$ cat src/rtl/inport_ctrl.sv
// Input-port front end: synchronizes board switches and the load button, debounces
// the button and issues one registered write enable per accepted press.
module inport_ctrl #(
  parameter int WIDTH           = 32,
  parameter int DATA_BITS       = 9,
  parameter int DEBOUNCE_CYCLES = 16
) (
  input  logic                 clk,
  input  logic                 rst,
  input  logic [DATA_BITS:0]   switches,
  input  logic                 button_n,
  output logic [WIDTH-1:0]     in_data,
  output logic                 inport_0_en,
  output logic                 inport_1_en,
  output logic                 busy
);

  localparam int            CW      = $clog2(DEBOUNCE_CYCLES) + 1;
  localparam logic [CW-1:0] CNT_MAX = CW'(DEBOUNCE_CYCLES);
  localparam logic [CW-1:0] CNT_ONE = CW'(1);

  typedef enum logic [1:0] {
    IDLE,
    PRESS_WAIT,
    HELD,
    RELEASE_WAIT
  } state_t;

  state_t               state_q, state_d;
  logic [CW-1:0]        cnt_q, cnt_d;
  logic [DATA_BITS:0]   sw_meta_q, sw_meta_d;
  logic [DATA_BITS:0]   sw_sync_q, sw_sync_d;
  logic                 btn_meta_q, btn_meta_d;
  logic                 btn_sync_q, btn_sync_d;
  logic                 en0_q, en0_d;
  logic                 en1_q, en1_d;

  always_comb begin
    state_d    = state_q;
    cnt_d      = cnt_q;
    en0_d      = 1'b0;
    en1_d      = 1'b0;
    sw_meta_d  = switches;
    sw_sync_d  = sw_meta_q;
    btn_meta_d = button_n;
    btn_sync_d = btn_meta_q;

    case (state_q)
      IDLE: begin
        cnt_d = '0;
        if (!btn_sync_q) begin
          state_d = PRESS_WAIT;
          cnt_d   = CNT_ONE;
        end
      end
      PRESS_WAIT: begin
        if (btn_sync_q) begin
          state_d = IDLE;
          cnt_d   = '0;
        end else if (cnt_q == CNT_MAX) begin
          // The enable is registered so it lands in the first HELD cycle
          state_d = HELD;
          cnt_d   = '0;
          en1_d   = sw_sync_q[DATA_BITS];
          en0_d   = ~sw_sync_q[DATA_BITS];
        end else begin
          cnt_d = cnt_q + CNT_ONE;
        end
      end
      HELD: begin
        cnt_d = '0;
        if (btn_sync_q) begin
          state_d = RELEASE_WAIT;
          cnt_d   = CNT_ONE;
        end
      end
      RELEASE_WAIT: begin
        if (!btn_sync_q) begin
          state_d = HELD;
          cnt_d   = '0;
        end else if (cnt_q == CNT_MAX) begin
          state_d = IDLE;
          cnt_d   = '0;
        end else begin
          cnt_d = cnt_q + CNT_ONE;
        end
      end
      default: begin
        state_d = IDLE;
        cnt_d   = '0;
      end
    endcase
  end

  // Button synchronizer resets to released so reset never looks like a press
  always_ff @(posedge clk or negedge rst) begin
    if (!rst) begin
      state_q    <= IDLE;
      cnt_q      <= '0;
      sw_meta_q  <= '0;
      sw_sync_q  <= '0;
      btn_meta_q <= 1'b1;
      btn_sync_q <= 1'b1;
      en0_q      <= 1'b0;
      en1_q      <= 1'b0;
    end else begin
      state_q    <= state_d;
      cnt_q      <= cnt_d;
      sw_meta_q  <= sw_meta_d;
      sw_sync_q  <= sw_sync_d;
      btn_meta_q <= btn_meta_d;
      btn_sync_q <= btn_sync_d;
      en0_q      <= en0_d;
      en1_q      <= en1_d;
    end
  end

  assign in_data     = {{(WIDTH-DATA_BITS){1'b0}}, sw_sync_q[DATA_BITS-1:0]};
  assign inport_0_en = en0_q;
  assign inport_1_en = en1_q;
  assign busy        = (state_q != IDLE);

endmodule

$ cat config.mk
export PLATFORM = sky130hd
export DESIGN_NAME = inport_ctrl
export DESIGN_NICKNAME = d
export VERILOG_FILES = /design/src/rtl/inport_ctrl.sv
export SDC_FILE = /design/constraint.sdc
export NUM_CORES = 1
export LEC_CHECK = 0
export ABC_AREA = 1
export CORE_UTILIZATION = 25
export DETAILED_ROUTE_END_ITERATION = 6
export GPL_ROUTABILITY_DRIVEN = 0
export SYNTH_ARGS = -nofsm -noshare
export SYNTH_HDL_FRONTEND = slang
export SYNTH_SLANG_ARGS = --single-unit
$ cat constraint.sdc
create_clock -name clk -period 1.4 [get_ports clk]
set_clock_uncertainty 0.15 [all_clocks]
set_input_delay 0.14 -clock clk [delete_from_list [all_inputs] [get_ports clk]]
set_output_delay 0.14 -clock clk [all_outputs]
set_load 0.1 [all_outputs]
==> metrics.txt <==
minimum clock period=1.325 ns; CTS tree=done; endpoints failing hold=0; GRT Overall Usage=0.08200; Placed Instances=184; ys flop type=dfrtp_1; vias per cell=3.531; Starting DRT DRC Count=25; Layout Nets=141; register area share after synthesis=0.6353; CP max FO=4; total negative setup slack=0 ns; f_max=0.7546 GHz; residual DRC count=0; Clock H-tree levels=2; Clk Latency, worst-skew pair=0.28 ns; worst hold path class=input port to async pin; Die Span Y=72.00 µm; worst r2r src=cnt_q[0]$_DFF_PN0_; ys async rst share=1.000; Critical Path End Type=output port; total power=2.235 mW; WP data arrival=1.04 ns; worst-case clock buffer depth=2; post-synthesis cell count=102; mapped cell area=1225 µm²; most frequent cell after synthesis=buf_4; Yosys warnings=0; Pre-antenna DRT Iters=4; Routed WL=1.766 mm; FP Rows=25; post-synth top area cell=dfrtp_1; vias=685; worst setup path class=flip-flop to output port; Max-Cap Viols=0; core footprint=4723 µm²; largest net degree at the start of global routing=32; gr ovfl total=0; Pwr per Cell Area=1353 nW/µm²; Synth cell types=18; hold_buf cts=0; initial antenna violation count=0; Static Leak=0.7725 nW; total CTS buffers=5; number of synthesized flops with an enable pin=0; Worst-path clk slew=0.06 ns; Inserted Diodes=0; Final Non-Filler Cells=194; DR WL/cell=9.103 µm; Worst Setup Start Kind=flip-flop; most frequent cells after synthesis=buf_4, dfrtp_1, inv_1, nand2_1; status=finished clean; Peak VDD IR=639.3 µV; die width=72.00 µm; synthesis-stage register bit count=31; CTS Sinks=31; initial core utilization=0.2593; largest cells by area after synthesis=dfrtp_1, buf_4, dfstp_2; first-pass GRT wire length=2.980 mm; die area=5183 µm²; Area Overhead vs Synth=34.83%; final setup vio count=0; PortBufs=24; share of layout cells above drive strength 1=0.2362; syn_area_per_cell=12.01 µm²; period utilization=0.9465; IO Pins=48; top cell type's share of synthesized area=0.5924; root buffer cell=clkbuf_8; worst setup margin=0.07484 ns; post-DP HPWL=1.256 mm; Routed Antenna Nets=0; vias in the first global route=667; Slew Limit Fails=0; Critical Path RT=1.11 ns; minimum setup slack after placement=0.09028 ns
registers in the layout, summed over array words and instances, names as in the netlist, named ones only:
signal	count
sw_meta_q	10
sw_sync_q	10
cnt_q	5
btn_meta_q	1
btn_sync_q	1
inport_0_en	1
inport_1_en	1
state_q	1
where the power goes:
| part | internal, mW | total (mW) | switching [mW] | leakage, nW |
|---|---|---|---|---|
| Clock | 0.447 | 0.742 | 0.294 | 0.0515 |
| Sequential | 0.937 | 0.960 | 0.0229 | 0.375 |
| Combinational | 0.108 | 0.533 | 0.426 | 0.346 |
| Total | 1.49 | 2.24 | 0.743 | 0.773 |
metrics by stage:
step | util | hold WS [ns] | cell area, µm²
final | 0.3497 | 0.07387 | 1652
after global routing | 0.3497 | 0.09216 | 1652
after CTS | 0.3460 | 0.07387 | 1634
after detailed placement | 0.3248 | 0.1857 | 1534
after global placement | 0.3248 | 0.1833 | 1534
after floorplan | - | -0.3056 | 1310
area by class of cell:
| class | count | area, µm² |
|---|---|---|
| Sequential cell | 31 | 778.2 |
| Timing Repair Buffer | 27 | 395.4 |
| Tap cell | 67 | 83.83 |
| Clock buffer | 8 | 100.1 |
| Inverter | 7 | 26.28 |
| Multi-Input combinational cell | 54 | 267.8 |
| Fill cell | 444 | 3072 |
path summary, 6_finish.rpt:
check	to	slack, ns	depth (start not counted)
min	sw_sync_q[8]$_DFF_PN0_	0.07	2
max reg2reg	cnt_q[4]$_DFF_PN0_	0.10	5
min in group clk	btn_meta_q$_DFF_PN1_	0.12	1
max	busy	0.07	3
max in group asynchronous	btn_sync_q$_DFF_PN1_	0.80	2
min reg2reg	sw_sync_q[9]$_DFF_PN0_	0.20	0
layout by cell type (no fill, tap or decap):
cell type,n
dfrtp_1,29
conb_1,23
buf_12,13
clkdlybuf4s50_1,12
clkbuf_8,7
nand3_1,6
nand2_1,6
nor2_1,6
inv_1,5
inv_2,2
xor2_1,2
dfstp_2,2
buf_4,2
nor2_2,1
nand3_2,1
nand2_2,1
a21oi_1,1
a21boi_0,1
xnor2_1,1
or2_1,1
nand4_1,1
o21ai_0,1
ha_2,1
ha_1,1
clkbuf_1,1
critical path, cell delays in order, from the launching register on:
cell,delay (ns)
dfrtp_1,0.41
inv_2,0.09
nand2_2,0.08
buf_12,0.17
layer usage:
layer	GRT usage	wire length [µm]	share of wire
met1	0.07848	641	0.36
met2	0.1289	908	0.51
met3	0.04306	145	0.082
met4	0.07190	71	0.040
met5	0	0	0
logic make-up after synthesis:
| kind of cell | synth area share |
|---|---|
| other cells | 0.003061 |
| compound gates | 0.01429 |
| buf+inv | 0.2176 |
| fa+ha+maj | 0.02043 |
| simple gates | 0.08786 |
| xor+xnor | 0.02145 |
| flops | 0.6353 |
what timing repair did:
| action | CTS | global route |
|---|---|---|
| setup buffers | 0 | 2 |
| hold endpoints to repair | 0 | 0 |
| gates resized for setup | 0 | 3 |
| setup endpoints to repair | 0 | 3 |
No activity file was read; power rests on OpenSTA's default activity.
